===== src/rtl/uart_rx_pkg.sv =====
// Shared definitions for the UART receiver: state encoding, default frame
// geometry and the parity mode used when UART_RX_PARITY_EN is defined.
package uart_rx_pkg;

    localparam int DEF_DATA_BITS    = 8;
    localparam int DEF_OVERSAMPLE   = 16;
    localparam int DEF_SAMPLE_POINT = 8;

    // XOR of payload and parity bit that counts as a good frame (0 = even parity).
    localparam logic PARITY_EVEN = 1'b0;

    typedef enum logic [2:0] {
        ST_IDLE   = 3'd0,
        ST_START  = 3'd1,
        ST_DATA   = 3'd2,
        ST_PARITY = 3'd3,
        ST_STOP   = 3'd4
    } rx_state_e;

endpackage


===== src/rtl/uart_rx_sync.sv =====
// Two-flop synchronizer for the asynchronous rx pad; resets to 1 so the
// receiver sees an idle line out of reset.
module uart_rx_sync (
    input  logic clk_i,
    input  logic rst_i,
    input  logic d_i,
    output logic q_o
);

    logic meta_q;
    logic sync_q;

    always_ff @(posedge clk_i) begin
        if (rst_i) begin
            meta_q <= 1'b1;
            sync_q <= 1'b1;
        end else begin
            meta_q <= d_i;
            sync_q <= meta_q;
        end
    end

    assign q_o = sync_q;

endmodule


===== src/rtl/uart_rx.sv =====
// 8N1 UART receiver, 16x oversampled, with sticky rdy/overrun and a frame_err pulse.
// Define UART_RX_PARITY_EN to add an even-parity bit and the parity_err output.
module uart_rx
    import uart_rx_pkg::*;
#(
    parameter int DATA_BITS    = DEF_DATA_BITS,
    parameter int OVERSAMPLE   = DEF_OVERSAMPLE,
    parameter int SAMPLE_POINT = DEF_SAMPLE_POINT
) (
    input  logic                 clk_50m,
    input  logic                 rst,
    input  logic                 rxclk_en,
    input  logic                 rx,
    input  logic                 rdy_clr,
    output logic [DATA_BITS-1:0] data,
    output logic                 rdy,
    output logic                 frame_err,
`ifdef UART_RX_PARITY_EN
    output logic                 parity_err,
`endif
    output logic                 overrun
);

    localparam int TICK_W = $clog2(OVERSAMPLE);
    localparam int BIT_W  = $clog2(DATA_BITS + 1);

    localparam logic [TICK_W-1:0] TICK_ONE   = TICK_W'(1);
    localparam logic [TICK_W-1:0] START_LAST = TICK_W'(SAMPLE_POINT - 1);
    localparam logic [TICK_W-1:0] BIT_LAST   = TICK_W'(OVERSAMPLE - 1);
    localparam logic [BIT_W-1:0]  BIT_ONE    = BIT_W'(1);
    localparam logic [BIT_W-1:0]  LAST_BIT   = BIT_W'(DATA_BITS - 1);

    logic rx_s;

    rx_state_e             state_q, state_d;
    logic [TICK_W-1:0]     tick_q, tick_d;
    logic [BIT_W-1:0]      bit_cnt_q, bit_cnt_d;
    logic [DATA_BITS-1:0]  shift_q, shift_d;
    logic                  armed_q, armed_d;
    logic [DATA_BITS-1:0]  data_q;
    logic                  rdy_q, frame_err_q, overrun_q;
    logic                  stop_sample, frame_done, stop_bad;
`ifdef UART_RX_PARITY_EN
    logic                  par_bit_q, par_bit_d;
    logic                  parity_err_q;
`endif

    uart_rx_sync u_sync (
        .clk_i (clk_50m),
        .rst_i (rst),
        .d_i   (rx),
        .q_o   (rx_s)
    );

    always_ff @(posedge clk_50m) begin
        if (rst) begin
            state_q   <= ST_IDLE;
            tick_q    <= '0;
            bit_cnt_q <= '0;
            shift_q   <= '0;
            armed_q   <= 1'b0;
`ifdef UART_RX_PARITY_EN
            par_bit_q <= 1'b0;
`endif
        end else begin
            state_q   <= state_d;
            tick_q    <= tick_d;
            bit_cnt_q <= bit_cnt_d;
            shift_q   <= shift_d;
            armed_q   <= armed_d;
`ifdef UART_RX_PARITY_EN
            par_bit_q <= par_bit_d;
`endif
        end
    end

    always_comb begin
        state_d   = state_q;
        tick_d    = tick_q;
        bit_cnt_d = bit_cnt_q;
        shift_d   = shift_q;
        armed_d   = armed_q;
`ifdef UART_RX_PARITY_EN
        par_bit_d = par_bit_q;
`endif
        if (rxclk_en) begin
            case (state_q)
                // A start edge only counts after the line has been seen high.
                ST_IDLE: begin
                    if (rx_s) begin
                        armed_d = 1'b1;
                    end else if (armed_q) begin
                        state_d = ST_START;
                        tick_d  = '0;
                    end
                end
                ST_START: begin
                    if (tick_q == START_LAST) begin
                        tick_d = '0;
                        if (rx_s) begin
                            state_d = ST_IDLE;
                        end else begin
                            state_d   = ST_DATA;
                            bit_cnt_d = '0;
                        end
                    end else begin
                        tick_d = tick_q + TICK_ONE;
                    end
                end
                ST_DATA: begin
                    if (tick_q == BIT_LAST) begin
                        shift_d   = {rx_s, shift_q[DATA_BITS-1:1]};
                        tick_d    = '0;
                        bit_cnt_d = bit_cnt_q + BIT_ONE;
                        if (bit_cnt_q == LAST_BIT) begin
`ifdef UART_RX_PARITY_EN
                            state_d = ST_PARITY;
`else
                            state_d = ST_STOP;
`endif
                        end
                    end else begin
                        tick_d = tick_q + TICK_ONE;
                    end
                end
`ifdef UART_RX_PARITY_EN
                ST_PARITY: begin
                    if (tick_q == BIT_LAST) begin
                        par_bit_d = rx_s;
                        tick_d    = '0;
                        state_d   = ST_STOP;
                    end else begin
                        tick_d = tick_q + TICK_ONE;
                    end
                end
`endif
                // A low stop bit leaves the receiver disarmed so a break cannot retrigger.
                ST_STOP: begin
                    if (tick_q == BIT_LAST) begin
                        tick_d  = '0;
                        state_d = ST_IDLE;
                        armed_d = rx_s;
                    end else begin
                        tick_d = tick_q + TICK_ONE;
                    end
                end
                default: begin
                    state_d = ST_IDLE;
                    tick_d  = '0;
                end
            endcase
        end
    end

    always_comb begin
        stop_sample = rxclk_en && (state_q == ST_STOP) && (tick_q == BIT_LAST);
        frame_done  = stop_sample && rx_s;
        stop_bad    = stop_sample && !rx_s;
    end

    always_ff @(posedge clk_50m) begin
        if (rst) begin
            data_q       <= '0;
            rdy_q        <= 1'b0;
            frame_err_q  <= 1'b0;
            overrun_q    <= 1'b0;
`ifdef UART_RX_PARITY_EN
            parity_err_q <= 1'b0;
`endif
        end else begin
            frame_err_q <= stop_bad;
            if (frame_done) begin
                data_q    <= shift_q;
                rdy_q     <= 1'b1;
                overrun_q <= rdy_q && !rdy_clr;
`ifdef UART_RX_PARITY_EN
                parity_err_q <= ((^shift_q) ^ par_bit_q) != PARITY_EVEN;
`endif
            end else if (rdy_clr && rdy_q) begin
                rdy_q     <= 1'b0;
                overrun_q <= 1'b0;
`ifdef UART_RX_PARITY_EN
                parity_err_q <= 1'b0;
`endif
            end
        end
    end

    assign data      = data_q;
    assign rdy       = rdy_q;
    assign frame_err = frame_err_q;
    assign overrun   = overrun_q;
`ifdef UART_RX_PARITY_EN
    assign parity_err = parity_err_q;
`endif

endmodule


===== config.mk =====
export PLATFORM = sky130hd
export DESIGN_NAME = uart_rx
export DESIGN_NICKNAME = d
export VERILOG_FILES = /design/src/rtl/uart_rx_pkg.sv /design/src/rtl/uart_rx_sync.sv /design/src/rtl/uart_rx.sv
export SDC_FILE = /design/constraint.sdc
export NUM_CORES = 1
export LEC_CHECK = 0
export ABC_AREA = 1
export CAP_MARGIN = 20
export CORE_MARGIN = 2
export CORE_UTILIZATION = 40
export CTS_BUF_LIST = sky130_fd_sc_hd__clkbuf_8
export DETAILED_ROUTE_END_ITERATION = 10
export PLACE_DENSITY = 0.66
export SYNTH_ARGS = -nofsm -noshare
export SYNTH_HDL_FRONTEND = slang
export SYNTH_SLANG_ARGS = --single-unit

===== constraint.sdc =====
create_clock -name clk_50m -period 3.4 [get_ports clk_50m]
set_clock_uncertainty 0.15 [all_clocks]
set_input_delay 0.68 -clock clk_50m [delete_from_list [all_inputs] [get_ports clk_50m]]
set_output_delay 0.68 -clock clk_50m [all_outputs]
set_load 0.005 [all_outputs]

# After elaboration in Yosys (flattened, before gate mapping)
# Index checks and enable logic that the tools add are counted.
# totals
regBits	33
inputBits	5
output_inout_bits	11
wordCells	68
# op_classes
n_addsub	2
eq_ne	14
n_mux	23
n_reduce_logical	18
# ops
operator	count
two-way mux 4 bit	7
two-way mux 3 bit	6
inequality test 2 bit, second input constant	7
one-hot mux 3 bit (4 select lines)	1
one-hot mux 4 bit (3 select lines)	1
adder 4 x 1 -> 4 bit, second input constant	2
equality test 4 x 3 -> 1 bit, second input constant	2
one-hot mux 4 bit (2 select lines)	1
AND reduction 7 bit	1
logical AND 1 bit	6
AND reduction 3 bit	2
nonzero test 2 bit	3
two-way mux 1 bit	5
AND reduction 5 bit	1
equality test 4 bit, second input constant	1
AND reduction 4 bit	1
equality test 3 x 1 -> 1 bit, second input constant	1
equality test 3 x 2 -> 1 bit, second input constant	1
equality test 3 bit, second input constant	1
logical NOT 3 bit	1
logical NOT 1 bit	2
two-way mux 2 bit	1
inequality test 2 x 1 -> 1 bit, second input constant	1
one-hot mux 1 bit (2 select lines)	1
OR reduction 2 bit	1

# Logic depth before layout (Yosys ltp)
# Gate-level depths: netlist of the first run.
# logic_depth
ltp_word	5
mapped_depth	10
mapped_depth_nobuf	10

# Modules after synthesis
# Synthesis of the first run repeated with hierarchy kept, for this count alone.
# hier_totals
cells_unflattened	217
hier_area_um2	1580.3
# modules_own_cells
mod	instances	cells_each	area_each_um2	seq_area_each_um2
uart_rx	1	210	1521.5	620.6
uart_rx_sync	1	7	58.8	40.0

# Least setup slack after synthesis of the first run
# OpenSTA, ideal clock, no wires.
# synth_path
path_type	input port to flip-flop
start	in rst
end	reg bit_cnt_q[1]
setup_time_ps	65
arrival_ps	1356
required_time_ps	3185
slack_ps	1829
path_stages	5
path_buffers	2
path_cell_list	buf_2 inv_1 clkbuf_1 o21ai_0 nor2_1
# synth_rtl
item	line	source
start: declaration	uart_rx.sv:11	input logic rst,
end signal: assignment	uart_rx.sv:68	bit_cnt_q <= bit_cnt_d;
end: declaration	uart_rx.sv:37	logic [BIT_W-1:0] bit_cnt_q, bit_cnt_d;

# Worst setup path in the final report of the first run
# layout_path
start	reg rdy_q, in the netlist rdy
end	out rdy
# layout_rtl
item	line	source
start: declaration	uart_rx.sv:41	logic rdy_q, frame_err_q, overrun_q;
start signal: assignment	uart_rx.sv:164	rdy_q <= 1'b0;
start signal: assignment	uart_rx.sv:174	rdy_q <= 1'b1;
start signal: assignment	uart_rx.sv:180	rdy_q <= 1'b0;
end: declaration	uart_rx.sv:16	output logic rdy,
# No word-level cell between the ends.

==> run_results.csv, run 1 <==
group,metric,value,unit
worst_setup_path,end_kind,"output pin",
power_and_ir_drop,p_leak,0.7213,nW
worst_setup_path,critPathLaunchType,"flop",
placed_design,place.gp.congestion,0.7627,
finish,layout-drive-gt1-share,12.84,%
clocking,numCtsBuffers,5,
synth,yosys_warnings,0,
detailed_routing,drt_pass1_iterations,4,
floorplan,pin_count,16,
global_routing,grt_pass1_wl,4.588,mm
floorplan,start_util,42.56,%
clocking,cts_tree,"built",
sta,setup_viol,0,
finish,syn_to_final_growth,19.88,%
synth,syn_inst,197,
finish,final_cell_mix,"45 x nor2_1, 33 x dfxtp_1, 27 x nand2_1, 19 x inv_1, 18 x o21ai_0",
detailed_routing,routed_via_density,4.659,
sta,max_freq,495.5,MHz
synth,yosysSeqAreaShare,45.44,%
floorplan,core-area,3416,um^2
synth,yosys.cell_types.count,24,
detailed_routing,routedWlPerCell,9.636,um
sta,tightest_slew,556.0,ps
outcome,status,"finished, final reports clean",
worst_setup_path,arrival,1190,ps
clocking,root_buffer,"clkbuf_8",
global_routing,grt-ovfl-total,0,
synth,synth_nets,204,
sta,setup_slack,1382,ps
worst_setup_path,worst-path-buf-inv,1,
clocking,ctsHoldBuffers,0,
floorplan,die-area,4133,um^2
sta,setup_tns,0,ps
sta,holdWs,261.8,ps
clocking,cts-resized-gates,0,
placed_design,hpwl,1.825,mm
finish,fin_cells,264,
floorplan,die_height,64.29,um
sta,rsz0062_at_grt,"false",
clocking,clock_sinks,33,
floorplan,die_w,64.29,um
sta,hold_violations,0,
placed_design,place_inst,256,
global_routing,grt_antenna_before_repair,0,
detailed_routing,drt-initial-drc-count,35,
finish,mostFrequentLayoutCell,"nor2_1",
clocking,postCtsSetupRepairBufs,0,
synth,ys_seq_elements,33,
finish,fin_nets,224,
worst_setup_path,slowest_stage,"clkdlybuf4s50_1",
global_routing,grt_max_degree,25,
detailed_routing,drcViolationCount,0,
sta,min_period_over_period,59.36,%
global_routing,grt_use_total,14.61,%
hold_path,hp-class,"flop to flop",
detailed_routing,vias,1230,
placed_design,io_buffers,15,
detailed_routing,wirelength,2.544,mm
detailed_routing,ant_nets,0,
power_and_ir_drop,peakVddDrop,279.6,uV
finish,fill_cells,341,
clocking,clock_latency,280,ps
synth,syn-cell-area,1454,um^2
global_routing,grt_pass1_vias,1059,
synth,avgSynthCellArea,7.380,um^2
finish,n_antenna_cell,0,
clocking,clk_pin_slew,70,ps
flow_run,maxCapViolCount,0,
worst_setup_path,cpPeakStageDelay,520,ps
worst_setup_path,crit_required,2570,ps
clocking,clockBufferDepth,2,
placed_design,dp_worst_setup_slack,1075,ps
worst_setup_path,cp_top_family,"buffers and inverters",
worst_setup_path,path_cells,"clkdlybuf4s50_1",
clocking,h-tree-depth,2,
finish,final_util,51.03,%
worst_setup_path,critPathKind,"flop to output pin",
sta,slew_headroom,62.89,%
sta,finalCriticalPeriod,2018,ps
floorplan,num_rows,21,
sta,drv_slew,0,
worst_setup_path,path_max_fanout,4,
power_and_ir_drop,p_per_area,618.0,nW/um^2
==> area by class of cell <==
type                            count  area, um^2  area share, %
Inverter                           22       87.58          5.025
Clock buffer                        5       68.82          3.948
Clock inverter                      3       17.52          1.005
Tap cell                           46       57.56          3.302
Sequential cell                    33       660.6          37.90
Timing Repair Buffer               16       157.7          9.045
Multi-Input combinational cell    139       693.2          39.77
==> worst paths after layout <==
check / from / to / slack, ps / cells after the start
worst max-delay path: rdy / rdy / 1380 / 1
worst min register to register: u_sync.meta_q / u_sync.q_o / 260 / 1
worst min-delay path: u_sync.meta_q / u_sync.q_o / 260 / 1
worst max register to register: tick_q[0] / data[7] / 1740 / 9
==> registers in the layout, indices dropped and copies added (netlist names) <==
name and cells:
u_sync.q_o 1, overrun 1, tick_q 4, armed_q 1
state_q 3, data 8, rdy 1, bit_cnt_q 4
u_sync.meta_q 1, frame_err 1, shift_q 8
==> layer usage <==
metal	track usage (%)	vias to the layer above	routed length [um]
li1	-	676	-
met3	3.873	7	96
met2	19.53	19	1026
met1	20.37	528	1350
met5	0	-	0
met4	9.574	0	70
==> cell usage after synthesis <==
master	number	area [um^2]
clkbuf_1	1	3.750
nand4_1	5	31.28
nand2_2	5	31.28
nor2_4	2	22.52
nand3_4	1	17.52
or2_2	2	12.51
o21ai_1	1	5.000
inv_1	19	71.32
ha_1	2	25.02
clkinv_4	1	8.760
o21ai_0	18	90.09
nor2_2	3	18.77
nor2_1	45	168.9
dfxtp_1	33	660.6
o21bai_1	1	7.510
nand2_1	27	101.4
a21oi_1	11	55.05
inv_2	2	7.510
nand3_2	3	30.03
buf_2	1	5.000
nand3_1	10	50.05
o2111ai_1	1	8.760
xnor2_1	2	17.52
buf_1	1	3.750
==> metrics by stage <==
step | total power [W] | cell area [um^2]
detailed placement | 0.0008056 | 1657
global placement | 0.0008032 | 1657
CTS | 0.001088 | 1743
floorplan | 0.0007430 | 1454
finish | 0.001077 | 1743
global route | 0.001156 | 1743
==> where the power goes <==
group	total, W	switching, W	internal (W)
logic	0.000342	0.000229	0.000114
registers	0.000453	0.0000371	0.000416
clock network	0.000282	0.000141	0.000141
total	0.00108	0.000407	0.000671
==> cell families (layout without fill, tap and decap cells) <==
group	after synthesis	in the layout	share of synthesized area, %
flip-flops	33	33	45.44
adder cells (fa/ha/maj)	2	2	1.721
buffers and inverters	25	46	6.884
XOR/XNOR	2	2	1.205
AO/OA/AOI/OAI	32	32	11.45
AND/OR/NAND/NOR	103	103	33.31
Note: power is estimated with default switching activity, not from simulation.
==> run 2, diff against run 1 <==
- PLACE_DENSITY: 0.66 -> 0.68
- clock period: 3.4 -> 1.8 ns (I/O delays scaled with it)
==> run_results.csv, run 2 (synthesis gave the netlist of run 1 again) <==
group,metric,value,unit
outcome,status,"finished, final reports clean",
floorplan,pin_count,16,
clocking,clock_sinks,33,
hold_path,hp-class,"flop to flop",
floorplan,die_w,64.29,um
detailed_routing,ant_nets,0,
clocking,clock_latency,280,ps
global_routing,grt_antenna_before_repair,0,
worst_setup_path,r2r_cells,10,
clocking,cts-resized-gates,0,
power_and_ir_drop,comb_power_share,32.7,%
floorplan,num_rows,21,
power_and_ir_drop,internal_power,0.001282,W
power_and_ir_drop,netSwitchingFraction,37.96,%
worst_setup_path,arrival,1190,ps
placed_design,io_buffers,15,
finish,mostFrequentLayoutCell,"nor2_1",
clocking,numCtsBuffers,5,
worst_setup_path,slowest_stage,"clkdlybuf4s50_1",
worst_setup_path,reg2reg_from,"tick_q[1]",
power_and_ir_drop,p_leak,0.7710,nW
worst_setup_path,path_cells,"clkdlybuf4s50_1",
clocking,ctsHoldBuffers,0,
finish,syn_to_final_growth,24.53,%
sta,slew_headroom,84.70,%
worst_setup_path,crit_required,1290,ps
sta,holdWs,259.4,ps
power_and_ir_drop,p_seq_share,41.3,%
hold_path,hold_path_end,"u_sync.q_o",
detailed_routing,drcViolationCount,0,
placed_design,hpwl,1.955,mm
clocking,clk_pin_slew,70,ps
detailed_routing,drt_pass1_iterations,4,
clocking,clockBufferDepth,2,
sta,min_period_over_period,94.59,%
power_and_ir_drop,clock_power_share,26.0,%
sta,hold_violations,0,
sta,finalCriticalPeriod,1703,ps
clocking,h-tree-depth,2,
sta,tightest_slew,229.2,ps
placed_design,place.gp.congestion,0.8092,
sta,drv_slew,0,
flow_run,maxCapViolCount,0,
worst_setup_path,r2r_slack,220,ps
worst_setup_path,worst-path-buf-inv,1,
floorplan,start_util,42.56,%
floorplan,core-area,3416,um^2
hold_path,hold_depth,1,
detailed_routing,drt-initial-drc-count,49,
power_and_ir_drop,p_sw,0.0007845,W
sta,rsz0062_at_grt,"false",
finish,final_cell_mix,"45 x nor2_1, 33 x dfxtp_1, 27 x nand2_1, 19 x inv_1, 18 x o21ai_0",
global_routing,grt_use_total,15.79,%
clocking,root_buffer,"clkbuf_8",
global_routing,grt-ovfl-total,0,
sta,max_freq,587.4,MHz
worst_setup_path,critPathKind,"flop to output pin",
detailed_routing,vias,1269,
detailed_routing,wirelength,2.781,mm
worst_setup_path,cp_top_family,"buffers and inverters",
power_and_ir_drop,p_per_area,1141,nW/um^2
global_routing,grt_max_degree,25,
global_routing,grt_pass1_wl,5.140,mm
worst_setup_path,end_kind,"output pin",
worst_setup_path,cpPeakStageDelay,520,ps
clocking,cts_tree,"built",
floorplan,die-area,4133,um^2
detailed_routing,routed_via_density,4.700,
worst_setup_path,path_max_fanout,4,
worst_setup_path,timing.rr.end,"state_q[0]",
sta,setup_viol,0,
power_and_ir_drop,peakVddDrop,704.0,uV
finish,layout-drive-gt1-share,15.63,%
clocking,postCtsSetupRepairBufs,0,
global_routing,grt_pass1_vias,1180,
worst_setup_path,critPathLaunchType,"flop",
hold_path,worst_hold_startpoint,"u_sync.meta_q",
detailed_routing,routedWlPerCell,10.30,um
finish,fin_nets,230,
finish,n_antenna_cell,0,
sta,setup_tns,0,ps
floorplan,die_height,64.29,um
==> run 2: cell types whose count changed in the layout (fill, tap and decap cells not counted), sizes merged <==
cell	change
buf	+6
==> run 2: cell type report <==
class                      instances  area, um^2
multi-input combinational        139       703.2
tap                               46       57.56
clock inverter                     3       17.52
fill                             350        1605
timing repair buffer              22       215.2
inverter                          22       87.58
sequential                        33       660.6
clock buffer                       5       68.82
==> run 2: how the worst max path moves through the flow <==
stage                    from           end  slack [ps]  depth (start not counted)
floorplan           tick_q[0]       data[7]         310                          9
global placement     rxclk_en       data[7]          30                          7
detailed placement   rxclk_en       data[7]           1                          7
CTS                       rdy           rdy          90                          1
global route        tick_q[1]  bit_cnt_q[1]           3                          8
finish                    rdy           rdy         100                          1
==> run 2: layer usage <==
metal	track usage (%)	up-vias	part of all wire, %
met5	0	-	0
met4	7.979	0	2.3
met3	3.697	6	4.4
met2	23.57	28	41
met1	21.20	551	53
li1	-	684	-
==> run 2: power groups by stage <==
stage	clock (W)	combinational [W]	sequential (W)
after global placement	0	0.000659	0.000868
after detailed placement	0	0.000668	0.000871
after CTS	0.000558	0.000675	0.000853
final	0.000538	0.000675	0.000853
after global routing	0.000584	0.000777	0.000863
after floorplan	0	0.000546	0.000857
==> run 2: through the flow <==
step,setup slack (ps),total power [W],utilization (%),instances,instance area [um^2]
2_1_floorplan,309.2,0.001403,-,197,1454
3_3_place_gp,25.63,0.001528,50.18,262,1714
3_5_place_dp,1.200,0.001539,50.18,262,1714
4_1_cts,88.31,0.002086,52.71,270,1800
5_1_grt,2.966,0.002223,53.00,270,1810
6_report,97.44,0.002066,53.00,270,1810
